**config.mk**
```make
export PLATFORM = sky130hd
export DESIGN_NAME = fetch_unit
export DESIGN_NICKNAME = d
export VERILOG_FILES = /design/src/rtl/fetch_pkg.sv /design/src/rtl/pc_counter.sv /design/src/rtl/fetch_unit.sv
export SDC_FILE = /design/constraint.sdc
export NUM_CORES = 1
export LEC_CHECK = 0
export CORE_MARGIN = 4
export CORE_UTILIZATION = 40
export CTS_CLUSTER_SIZE = 24
export DETAILED_ROUTE_END_ITERATION = 8
export PLACE_DENSITY_LB_ADDON = 0.15
export RECOVER_POWER = 100
export REMOVE_ABC_BUFFERS = 1
export SETUP_SLACK_MARGIN = 0.2
export SLEW_MARGIN = 15
export SYNTH_ARGS = -nofsm -noshare
export SYNTH_HDL_FRONTEND = slang
export SYNTH_SLANG_ARGS = --single-unit
```
**constraint.sdc**
```tcl
create_clock -name clk -period 3.4 [get_ports clk]
set_clock_uncertainty 0.15 [all_clocks]
set_input_delay 0.68 -clock clk [delete_from_list [all_inputs] [get_ports clk]]
set_output_delay 0.68 -clock clk [all_outputs]
set_load 0.01 [all_outputs]
```
**src/rtl/fetch_pkg.sv**
```systemverilog
// Shared definitions for the instruction fetch stage: default widths,
// FSM state encoding and HALT opcode decode. The HALT feature itself is
// compiled in by the FETCH_HALT_EN macro inside fetch_unit.
package fetch_pkg;

  localparam int FETCH_ADDR_W  = 5;
  localparam int FETCH_INSTR_W = 14;

  // HALT is identified purely by the top opcode nibble of the word.
  localparam logic [3:0] HALT_OPCODE = 4'hF;
  localparam int         HALT_MSB    = 13;
  localparam int         HALT_LSB    = 10;

  typedef enum logic [1:0] {
    ST_ISSUE   = 2'd0,
    ST_CAPTURE = 2'd1,
    ST_PRESENT = 2'd2,
    ST_HALTED  = 2'd3
  } fetch_state_t;

  function automatic logic is_halt_opcode(input logic [3:0] opcode);
    return opcode == HALT_OPCODE;
  endfunction

endpackage

```
**src/rtl/pc_counter.sv**
```systemverilog
// Program counter register: synchronous active-low reset, load has
// priority over increment, increment wraps modulo 2^ADDR_W.
module pc_counter #(
  parameter int                ADDR_W   = 5,
  parameter logic [ADDR_W-1:0] RESET_PC = '0
) (
  input  logic              clk,
  input  logic              rst_n,
  input  logic              load,
  input  logic [ADDR_W-1:0] load_val,
  input  logic              inc,
  output logic [ADDR_W-1:0] pc
);

  // PC update: reset, then redirect load, then sequential increment.
  always_ff @(posedge clk) begin
    if (!rst_n) begin
      pc <= RESET_PC;
    end else if (load) begin
      pc <= load_val;
    end else if (inc) begin
      pc <= pc + ADDR_W'(1);
    end
  end

endmodule

```
**src/rtl/fetch_unit.sv**
```systemverilog
// Instruction fetch stage in front of the 32 x 14-bit memoria block.
// Cycle flow: ISSUE (address out) -> CAPTURE (read data back) ->
// PRESENT (valid/ready handshake to decode) -> ISSUE ...
// Handshake: instr_out/instr_pc are held stable while instr_valid=1 and
// instr_ready=0; a word transfers on a rising edge with both high, unless
// br_taken is high on that edge, in which case the word is discarded.
// Optional feature: define FETCH_HALT_EN to stop fetching after an
// accepted HALT word (opcode 4'hF); otherwise halted is tied low.
module fetch_unit
  import fetch_pkg::*;
#(
  parameter int                ADDR_W   = FETCH_ADDR_W,
  parameter int                INSTR_W  = FETCH_INSTR_W,
  parameter logic [ADDR_W-1:0] RESET_PC = '0
) (
  input  logic               clk,
  input  logic               rst_n,
  output logic [ADDR_W-1:0]  mem_add,
  output logic               mem_en,
  output logic [INSTR_W-1:0] mem_data_in,
  input  logic [INSTR_W-1:0] mem_data_out,
  output logic [INSTR_W-1:0] instr_out,
  output logic [ADDR_W-1:0]  instr_pc,
  output logic               instr_valid,
  input  logic               instr_ready,
  input  logic               br_taken,
  input  logic [ADDR_W-1:0]  br_target,
  output logic               halted
);

  fetch_state_t      state_q;
  fetch_state_t      state_d;
  logic              pc_load;
  logic              pc_inc;
  logic              capture;
  logic              halt_word;
  logic [ADDR_W-1:0] pc;
  logic [ADDR_W-1:0] last_add_q;

  pc_counter #(
    .ADDR_W   (ADDR_W),
    .RESET_PC (RESET_PC)
  ) u_pc (
    .clk      (clk),
    .rst_n    (rst_n),
    .load     (pc_load),
    .load_val (br_target),
    .inc      (pc_inc),
    .pc       (pc)
  );

`ifdef FETCH_HALT_EN
  assign halt_word = is_halt_opcode(instr_out[HALT_MSB:HALT_LSB]);
  assign halted    = (state_q == ST_HALTED);
`else
  assign halt_word = 1'b0;
  assign halted    = 1'b0;
`endif

  // The memory port is used read-only.
  assign mem_en      = 1'b0;
  assign mem_data_in = '0;

  // The address follows pc only while issuing; otherwise it holds the last issued one.
  assign mem_add     = (state_q == ST_ISSUE) ? pc : last_add_q;
  assign instr_valid = (state_q == ST_PRESENT);

  // State register; reset wins over a simultaneous redirect.
  always_ff @(posedge clk) begin
    if (!rst_n) begin
      state_q <= ST_ISSUE;
    end else begin
      state_q <= state_d;
    end
  end

  // Next state and datapath controls; a redirect overrides every state.
  always_comb begin
    state_d = state_q;
    pc_load = 1'b0;
    pc_inc  = 1'b0;
    capture = 1'b0;
    if (br_taken) begin
      state_d = ST_ISSUE;
      pc_load = 1'b1;
    end else begin
      case (state_q)
        ST_ISSUE:   state_d = ST_CAPTURE;
        ST_CAPTURE: begin
          capture = 1'b1;
          pc_inc  = 1'b1;
          state_d = ST_PRESENT;
        end
        ST_PRESENT: begin
          if (instr_ready) begin
            state_d = halt_word ? ST_HALTED : ST_ISSUE;
          end
        end
        ST_HALTED:  state_d = ST_HALTED;
        default:    state_d = ST_ISSUE;
      endcase
    end
  end

  // Remember the address most recently driven during ISSUE.
  always_ff @(posedge clk) begin
    if (!rst_n) begin
      last_add_q <= RESET_PC;
    end else if (state_q == ST_ISSUE) begin
      last_add_q <= pc;
    end
  end

  // Capture the returned word and the pc it came from.
  always_ff @(posedge clk) begin
    if (!rst_n) begin
      instr_out <= '0;
      instr_pc  <= '0;
    end else if (capture) begin
      instr_out <= mem_data_out;
      instr_pc  <= pc;
    end
  end

endmodule

```
==> key figures <==
Run status
  • Status: finished clean

Clocking
  • Clk root buf: clkbuf_8
  • Max Buffers Root-to-Sink: 2
  • CTS sink cnt: 31
  • Clock buffer count from CTS: 5
  • Setup Fix Bufs, Post-CTS: 0
  • Clk_lat worst skew: 0.28 ns
  • CTS resizes: 0
  • H-tree depth: 2
  • Cts hold-fix bufs: 0
  • Worst-path clk slew: 0.06 ns
  • CTS tree: done

Synth
  • Post-synthesis sequential area ratio: 42.3%
  • Synth Instances: 160
  • Simple-gate share of the synthesized area: 16.7%
  • Post-synth top cells: nand2_1 (42), dfxtp_1 (31), buf_4 (17), a21boi_2 (10), a21boi_0 (9)
  • Largest family of logic cells by synthesized area: simple AND/OR/NAND/NOR gates
  • Warnings, synthesis: 0
  • Synth area leaders: dfxtp_1 (42%), nand2_1 (11%), buf_4 (8.7%)
  • Seq cells post-synth: 31
  • Synth async-reset ratio: 0%
  • Avg Inst Size Synth: 9.17 µm²
  • Compound-Gate Fraction of Synth Area: 16.0%
  • Post-Synth Adder-Cell Area: 4.27%
  • Synth Area in XOR/XNOR: 2.39%
  • Main flop type after synthesis: dfxtp_1
  • Cell type with the highest aggregate area in the netlist: dfxtp_1
  • Post-synthesis cell area: 1470 µm²
  • Post-synthesis mux area share: 4.52%
  • Most common cell in the synthesized netlist: nand2_1
  • EDFF count, synth: 0
  • Cell variety after synth: 23
  • Synth top area share: 42.3%

Routing
  • Routed wl met2: 1.35 mm
  • DR pass1 iterations: 4
  • Drt wl/cell: 11.4 µm
  • Drt drc: 0
  • ANT nets after route: 0
  • Via count: 1,105
  • DR WL met3: 268 µm
  • Routed met1 length: 1.16 mm
  • First-iteration detailed-routing DRC count: 63
  • Routed WL: 2.87 mm
  • Via/cell ratio: 4.38
  • Uppermost routed layer: met4

Floorplan
  • Initial Util: 42.6%
  • FP Rows: 21
  • Core Area: 3440 µm²
  • Chip height: 68.5 µm
  • Ports: 64
  • Die ar.: 4700 µm²
  • Die span in x: 68.5 µm

Cells and area
  • Final cell utilization of the core: 56.0%
  • Layout cells sized above 1: 7.77%
  • Post-route cell area: 1930 µm²
  • Synthesis-to-layout area growth: 31.4%
  • Post-layout nets: 233
  • Diodes inserted: 0

STA
  • Slew Viols, Final: 0
  • Max Freq: 352 MHz
  • Slew HR: 43.4%
  • Period utilization: 83.4%
  • Final hold violation count: 0
  • Setup TNS: 0 ns
  • Setup Viol. Count Final: 0
  • RSZ-0062 raised after global routing: no
  • Crit path time final: 2.84 ns
  • Worst-Margin Slew: 0.846 ns

Power and ir drop
  • Design Power: 0.769 mW
  • Worst VDD drop: 0.000246 V
  • Pleak: 0.809 nW
  • Pwr Density: 399 nW/µm²

Flow run
  • Max_cap viols: 0

Global routing
  • Global-route wire length before repair: 4.51 mm
  • Largest net degree at the start of global routing: 31
  • Total gr overflow: 0
  • Via count of the first global-routing pass: 1,075
  • Initial antenna violation count: 0
  • Tot GR Track Use: 13.3%

Worst setup path
  • CP arrival: 2.01 ns
  • Kind of critical path: flip-flop to primary output
  • R2R setup slack: 1.53 ns
  • R2R Path Start: state_q[1]$_SDFFE_PP0P_
  • Worst setup SP type: flip-flop
  • Setup crit end kind: primary output
  • FF-to-FF End: instr_out[3]$_SDFFE_PN0P_
  • Worst EP required: 2.57 ns
  • Worst Path Max Fanout: 5
  • Reg2Reg Depth: 5

Place
  • Count of port buffers added during placement: 47
  • Post-place instance area: 1860 µm²
  • Detailed Place HPWL: 2.06 mm
  • Routability cong.: 0.729

Min path
  • Hold Crit Depth: 2
  • Worst Hold Class: flip-flop to flip-flop
  • Hold Path Sink: instr_pc[2]$_SDFFE_PN0P_
  • Hold path start: instr_pc[2]$_SDFFE_PN0P_
[kinds of logic (layout without fill, tap and decap cells)]
logic type / count (synthesis) / after routing
xor gates and xnor gates: 4 / 4
DFF: 31 / 31
adders and majority gates: 5 / 5
muxes: 6 / 6
other: 1 / 16
buffers and inverters: 27 / 58
AOI/OAI and AO/OA: 29 / 29
and+or+nand+nor: 57 / 57
[critical path, cell delays in order (launching register included)]
cell and delay, ns:
dfxtp_1 0.34, inv_1 0.09, ha_1 0.30, mux2_2 0.38
dlygate4sd3_1 0.60
[cell type report]
class                   count  area, µm²
clock inverters             1       5.00
inverters                   3       11.3
fillers                   342       1520
multi-input cells         117        686
clock buffers               7       76.3
flip-flops and latches     31        621
repair buffers             47        470
well taps                  46       57.6
[stage by stage]
stage,std cells,hold WS (ns),setup WS (ns)
2_1_floorplan,151,0.311,1.56
3_5_place_dp,244,0.308,0.960
6_report,252,0.309,0.563
3_3_place_gp,244,0.302,1.04
5_1_grt,252,0.329,0.462
4_1_cts,252,0.315,0.672
[placed cells by master, fill, tap and decap left out]
cell             instances
and2b_1                  1
dlygate4sd3_1           27
conb_1                  16
a21boi_2                 5
mux2_2                   5
a21boi_0                14
xnor2_1                  1
mux2i_1                  1
nand4_1                  2
clkinv_2                 1
nor2_1                   3
and2_1                   7
o21ai_0                  5
dfxtp_1                 31
nand2_1                 42
clkbuf_1                 2
nand2b_1                 2
xor2_1                   3
a211oi_1                 2
clkdlybuf4s50_1         20
ha_1                     5
inv_1                    3
a21oi_1                  3
clkbuf_8                 5
[registers in the layout, indices dropped and copies added, names as in the netlist]
register	count
last_add_q	5
instr_pc	5
state_q	2
u_pc.pc	5
instr_out	14
[where the power goes]
group          internal, mW  total, mW  switching [mW]
registers             0.379      0.389          0.0103
clock network         0.143      0.268           0.125
logic                0.0605      0.111          0.0507
[layer usage]
metal / up-vias / GRT usage [%]
met5: - / 0
li1: 573 / -
met4: 0 / 8.93
met3: 7 / 4.38
met2: 40 / 22.5
met1: 485 / 13.8
[worst max path at each step]
stage | cells past startpoint | slack, ns | end | start
2_1_floorplan | 3 | 1.56 | mem_add[0] | state_q[0]$_SDFFE_PP0P_
3_3_place_gp | 4 | 1.04 | mem_add[2] | state_q[0]$_SDFFE_PP0P_
3_5_place_dp | 4 | 0.96 | instr_pc[4]$_SDFFE_PN0P_ | br_taken
4_1_cts | 4 | 0.67 | mem_add[1] | state_q[0]$_SDFFE_PP0P_
5_1_grt | 4 | 0.46 | mem_add[0] | state_q[1]$_SDFFE_PP0P_
6_report | 4 | 0.56 | mem_add[1] | state_q[1]$_SDFFE_PP0P_
Note: power is estimated with default switching activity, not from simulation.
